## config.mk

```make
export PLATFORM = sky130hd
export DESIGN_NAME = dig_scan_ctrl
export DESIGN_NICKNAME = d
export VERILOG_FILES = /design/src/rtl/dig_scan_ctrl.sv
export SDC_FILE = /design/constraint.sdc
export NUM_CORES = 1
export LEC_CHECK = 0
export ABC_AREA = 1
export CORE_MARGIN = 10
export CORE_UTILIZATION = 30
export CTS_CLUSTER_DIAMETER = 40
export DETAILED_ROUTE_END_ITERATION = 8
export PLACE_DENSITY = 0.55
export SETUP_SLACK_MARGIN = 0.4
export SLEW_MARGIN = 15
export SYNTH_ARGS = -nofsm -noshare
export SYNTH_HDL_FRONTEND = slang
export SYNTH_SLANG_ARGS = --single-unit
```

## constraint.sdc

```tcl
create_clock -name clk -period 1.9 [get_ports clk]
set_clock_uncertainty 0.05 [all_clocks]
set_input_delay 0.19 -clock clk [delete_from_list [all_inputs] [get_ports clk]]
set_output_delay 0.19 -clock clk [all_outputs]
set_load 0.02 [all_outputs]
```

## src/rtl/dig_scan_ctrl.sv

```systemverilog
// Multiplexed digit scanner: walks slots NDIG-1..0 with a blanking lead-in per slot.
// Codes and enables are shadowed once per frame, so the display only changes between frames.
module dig_scan_ctrl #(
  parameter int NDIG  = 4,
  parameter int NW    = 5,
  parameter int DWELL = 1024,
  parameter int BLANK = 16
) (
  input  logic                 clk,
  input  logic                 rst_n,
  input  logic [NDIG*NW-1:0]   num_in,
  input  logic [NDIG-1:0]      enb,
  input  logic                 skip,
  output logic [NDIG-1:0]      DIG,
  output logic [NW-1:0]        num,
  output logic                 frame_done
);

  localparam int CW = (DWELL > 1) ? $clog2(DWELL) : 1;
  localparam int IW = (NDIG > 1) ? $clog2(NDIG) : 1;

  localparam logic [CW-1:0] CNT_MAX  = CW'(DWELL - 1);
  localparam logic [CW-1:0] BLANK_C  = CW'(BLANK);
  localparam logic [IW-1:0] IDX_LAST = IW'(NDIG - 1);

  logic [IW-1:0]      idx, idx_n;
  logic [CW-1:0]      cnt, cnt_n;
  logic [NDIG*NW-1:0] sh_num, sh_num_n;
  logic [NDIG-1:0]    sh_enb, sh_enb_n;
  logic               skip_q;

  logic               slot_en, slot_last, frame_end;
  logic               en_n, lit_n, fd_n;
  logic [NDIG-1:0]    dig_n;
  logic [NW-1:0]      num_n;

  // skip is registered so the slot-length decision made next cycle uses the
  // same skip value that predicted frame_done for that cycle.
  always_comb begin
    slot_en   = sh_enb[idx];
    slot_last = (slot_en || !skip_q) ? (cnt == CNT_MAX) : 1'b1;
    frame_end = slot_last && (idx == '0);

    idx_n    = idx;
    cnt_n    = cnt + 1'b1;
    sh_num_n = sh_num;
    sh_enb_n = sh_enb;

    if (slot_last) begin
      cnt_n = '0;
      idx_n = (idx == '0) ? IDX_LAST : idx - 1'b1;
    end
    if (frame_end) begin
      sh_num_n = num_in;
      sh_enb_n = enb;
    end

    // Outputs are registered from the next state so they line up with (idx, cnt).
    en_n  = sh_enb_n[idx_n];
    lit_n = en_n && (cnt_n >= BLANK_C);
    dig_n = '1;
    if (lit_n) dig_n[idx_n] = 1'b0;
    num_n = lit_n ? sh_num_n[idx_n*NW +: NW] : '0;
    fd_n  = (idx_n == '0) && ((en_n || !skip) ? (cnt_n == CNT_MAX) : 1'b1);
  end

  always_ff @(posedge clk) begin
    if (!rst_n) begin
      idx        <= IDX_LAST;
      cnt        <= '0;
      sh_num     <= '0;
      sh_enb     <= '0;
      skip_q     <= 1'b0;
      DIG        <= '1;
      num        <= '0;
      frame_done <= 1'b0;
    end else begin
      idx        <= idx_n;
      cnt        <= cnt_n;
      sh_num     <= sh_num_n;
      sh_enb     <= sh_enb_n;
      skip_q     <= skip;
      DIG        <= dig_n;
      num        <= num_n;
      frame_done <= fd_n;
    end
  end

endmodule

```

# Word level (Yosys, flattened, before mapping)
# Cells that the tools add are included.
[totals]
ff_bits = 47
inputBits = 27
out_inout_bits = 10
elab_cells = 43
[classes]
add_sub_neg = 2
n_mul = 1
order_cmp = 4
n_eq_ne = 2
n_shift = 1
n_mux = 13
n_bitwise = 1
reduce_logical = 11
[op_table]
columns = ["cell", "count"]
rows = [
  ["equality test 10 bit, second input constant", 2],
  ["two-way mux 20 bit", 1],
  ["indexed part select 20 x 6 -> 5 bit", 1],
  ["adder 10 x 1 -> 10 bit, second input constant", 1],
  [">= comparator 10 x 5 -> 1 bit, second input constant", 1],
  ["two-way mux 10 bit", 1],
  ["< comparator 2 x 3 -> 1 bit, second input constant", 2],
  ["multiplier 2 x 3 -> 5 bit, second input constant", 1],
  ["two-way mux 1 bit", 5],
  ["binary-select mux 1 bit (select 2 bit)", 2],
  ["logical AND 1 bit", 4],
  ["logical NOT 2 bit", 2],
  ["two-way mux 2 bit", 2],
  ["two-way mux 4 bit", 1],
  ["inverter 4 bit", 1],
  ["demux 1 bit (select 2 bit)", 1],
  [">= comparator 2 x 1 -> 1 bit, second input constant", 1],
  ["logical NOT 1 bit", 2],
  ["logical OR 1 bit", 2],
  ["AND reduction 2 bit", 1],
  ["subtractor 2 x 1 -> 2 bit, second input constant", 1],
]

# Depth between registers and ports, before layout
# Gate-level depths: netlist (run 1).
[depth]
word_depth = 11
depth_mapped = 15
mapped_depth_nobuf = 14

# Worst setup path after synthesis (run 1)
# OpenSTA, ideal clock, no wires.
[synth_timing]
path_type = "register to register"
start = "reg cnt[0]"
end = "reg num[4]"
setup_time_ps = 113
arrival_time_ps = 1748
required_time_ps = 1737
slack_ps = -11
path_stages_with_launch = 14
path_buffers = 2
path_cell_list = "dfxtp_1 ha_1 nand2_2 nor2_4 nand3b_4 nand2_4 nand2_4 buf_6 buf_6 o21a_1 nand2_1 o21ai_1 nor2_1 nor2_1"
[synth_between]
elab_chain_cells = 8
word_cells_on_any_way = 15
cone_classes = "add/sub: 1; mul: 1; order compare: 1; eq/ne: 1; shift: 1; mux: 7; reduce/logical: 3"
[synth_rtl]
columns = ["item", "line", "rtl"]
rows = [
  ["from (decl)", "27", "logic [CW-1:0] cnt, cnt_n;"],
  ["from (signal assigned)", "79", "cnt <= cnt_n;"],
  ["parallel branches: the longest is 8 deep, another holds multiplier 2 x 3 -> 5 bit", "-", ""],
  ["to (signal assigned)", "84", "num <= num_n;"],
  ["to (decl)", "15", "output logic [NW-1:0] num,"],
]
# Several ways; the timed one is not identified. The select of a mux whose other input is x is not followed.
# A chain may end at the register's enable or synchronous reset.

# Worst setup path in the final report (run 1)
[layout_timing]
start = "reg cnt[1]"
end = "reg num[1]"
# The elaborated chain is that of the path after synthesis.

==> flow_summary_export.csv, run 1 <==
group,metric,value,unit
outcome,outcome,"complete, but fails checks",
outcome,violations,"setup timing",
route,wl_per_cell,13.32,um
route,routed_wl,6381,um
layout,drive_gt1_frac,0.3708,
yosys,synthFlopType,"dfxtp_1",
route,final_antenna_net_count,0,
die,die_h,104.8,um
layout,filler_cell_count,670,
route,drt-initial-drc-count,86,
layout,nets,411,
timing,tightest_slew,0.3301,ns
place,hpwlAfterDp,4006,um
place,place_congestion,0.8083,
cts,cts-htree-levels,2,
layout,antenna_cells,0,
yosys,synth_top_area_share,0.4362,
setup_path,path_max_fanout,7,
setup_path,crit_buf_inv,2,
yosys,yosys.cell_count.top_type,"nand2_1",
cts,cts_buffers,5,
yosys,synth_edf_count,0,
timing,period_share,1.009,
die,row_count,30,
yosys,synthesis.area,2157,um2
yosys,synthesis.instances,302,
die,ios,37,
yosys,synthArstFlopShare,0,
setup_path,start_kind,"register",
timing,postLayoutSetupSlackWorst,-0.01620,ns
route,vias_per_cell,4.426,
yosys,ys_seq_elements,47,
setup_path,max_stage_delay,0.36,ns
die,die_w,104.8,um
cts,cts.path.max_buffers,2,
setup_path,worstPathArrival,2.07,ns
power,vdd_drop_max,0.0002524,V
cts,cts_tree,"yes",
worst_hold_path,hp-class,"in2reg",
global_route,grt_max_degree,30,
timing,min_period,1.916,ns
global_route,antenna_found_initial,0,
setup_path,end_kind,"register",
cts,cts_hold_buffers,0,
route,vias,2120,
die,initial_core_util,0.3123,
timing,hold_viol_final,0,
yosys,synthTopCellsByArea,"dfxtp_1 44%, nand2_1 13%, nor2_1 9.2%",
timing,drv_slew,0,
yosys,yosysTopAreaCell,"dfxtp_1",
cts,clk_latency,0.30,ns
timing,slew_headroom,0.7799,
power,p_per_area,597.1,nW/um2
route,route.detailed.drc,0,
timing,fmax,521.9,MHz
yosys,synth_common_cells,"73 x nand2_1, 53 x nor2_1, 47 x dfxtp_1",
layout,postLayoutCoreUtil,0.5163,
die,die-area,10980,um2
timing,setup_viol,2,
timing,hold_ws,0.4285,ns
setup_path,path_cells,"ha_4 > nand2_4 > nor2_4 > nand3b_4 > nand2_8 > nand2_8 > buf_12 > buf_16 > o21ai_4 > o22ai_2 > nor2_1 > nor2_1",
die,core,6907,um2
setup_path,cp.required,2.05,ns
yosys,synth_nets,331,
cts,clk_pin_slew,0.09,ns
yosys,yosys_warnings,0,
job,maxCapViolCount,0,
cts,cts_sinks,47,
setup_path,crit_path_top_delay_cell,"dfxtp_2",
place,port_buffers,36,
timing,rsz0062_at_grt,"true",
power,leakagePower,0.001605,uW
global_route,grt_pass1_vias,2047,
yosys,ys_seq_area_frac,0.4362,
route,drtPass1Iterations,4,
global_route,gr-total-overflow,0,
layout,syn2layout_area_growth,65.31,%
global_route,grt_pass1_wl,10080,um
setup_path,critPathKind,"reg2reg",
yosys,yosysUniqueCellTypes,27,
yosys,syn_area_per_cell,7.143,um2
cts,root_buffer,"clkbuf_8",
global_route,grt_use_total,0.1113,
place,post-place-ws,-0.003936,ns
setup_path,crit_family,"simple AND/OR/NAND/NOR gates",
==> worst register-to-register path: stages (launching register included) <==
cell and delay (ns):
dfxtp_2 0.36, ha_4 0.15, nand2_4 0.06, nor2_4 0.11, nand3b_4 0.15, nand2_8 0.14, nand2_8 0.09, buf_12 0.15
buf_16 0.13, o21ai_4 0.14, o22ai_2 0.10, nor2_1 0.13, nor2_1 0.06
==> repair_timing <==
action	CTS	global route
setup buffers	17	4
endpoints found under the setup margin	33	44
resized for setup	36	65
pin swaps	10	9
cloned	4	0
==> where the power goes <==
group          switching, uW  total, uW  internal (uW)
logic                    123        250            127
clock network            352        876            525
registers               8.89       1000            994
==> layer usage <==
layer / track usage / vias up / part of all wire
li1: - / 1097 / -
met1: 0.1398 / 977 / 0.47
met2: 0.1828 / 39 / 0.49
met3: 0.02518 / 7 / 0.030
met4: 0.03725 / 0 / 0.013
met5: 0 / - / 0
==> metrics by stage <==
stage	instance area, um2	setup TNS [ns]	std cells	total power [uW]
after floorplan	2217	0	302	1102
after global placement	2808	-0.008973	446	1208
after detailed placement	2808	-0.003936	446	1209
after CTS	3312	0	475	2128
after global routing	3566	-0.7042	479	2208
final	3566	-0.02473	479	2129
==> flip-flops by register name, indices dropped and copies added, names as in the netlist <==
register    cells
DIG             4
cnt            10
idx             2
sh_num         20
sh_enb          4
skip_q          1
frame_done      1
num             5
==> area by class of cell <==
type | instances | area (um2) | share of cell area
flip-flops and latches | 47 | 949.7 | 0.2663
well taps | 96 | 120.1 | 0.03368
multi-input cells | 203 | 1364 | 0.3825
repair buffers | 81 | 823.3 | 0.2309
clock inverters | 3 | 67.56 | 0.01895
inverters | 44 | 172.7 | 0.04842
clock buffers | 5 | 68.82 | 0.01930
==> logic make-up after synthesis <==
kind of cell,Yosys count,synth area share
AO/OA/AOI/OAI,29,0.07715
XOR/XNOR,5,0.02030
adder cells (fa/ha/maj),2,0.01160
buffers and inverters,53,0.1102
flip-flops,47,0.4362
AND/OR/NAND/NOR,166,0.3445
==> worst paths after layout <==
path | to | slack (ns) | depth (start not counted) | start
worst max-delay path | num[1] | -0.02 | 12 | cnt[1]
worst min-delay path | skip_q | 0.43 | 3 | skip
worst max register to register | num[1] | -0.02 | 12 | cnt[1]
worst min register to register | sh_num[13] | 0.43 | 2 | sh_num[13]
==> layout by cell type (no fill, tap or decap), types with 8 or more instances in the layout <==
| master | Yosys | final |
|---|---|---|
| clkdlybuf4s50_1 | 0 | 31 |
| inv_1 | 41 | 36 |
| dfxtp_1 | 47 | 42 |
| nand2_2 | 3 | 27 |
| nand3_2 | 2 | 8 |
| o21ai_4 | 0 | 10 |
| nand2_4 | 3 | 11 |
| nor2_1 | 53 | 46 |
| nand3_1 | 18 | 10 |
| buf_4 | 0 | 33 |
| nand2_1 | 73 | 40 |
Power figures use the tool's default switching activity.
==> run 2: changes to the inputs <==
Settings changed: GPL_ROUTABILITY_DRIVEN from default to 1, HOLD_SLACK_MARGIN from default to 0.15.
==> results of run 2 <==
Final layout, timing and power as in run 1 (identical DEF).
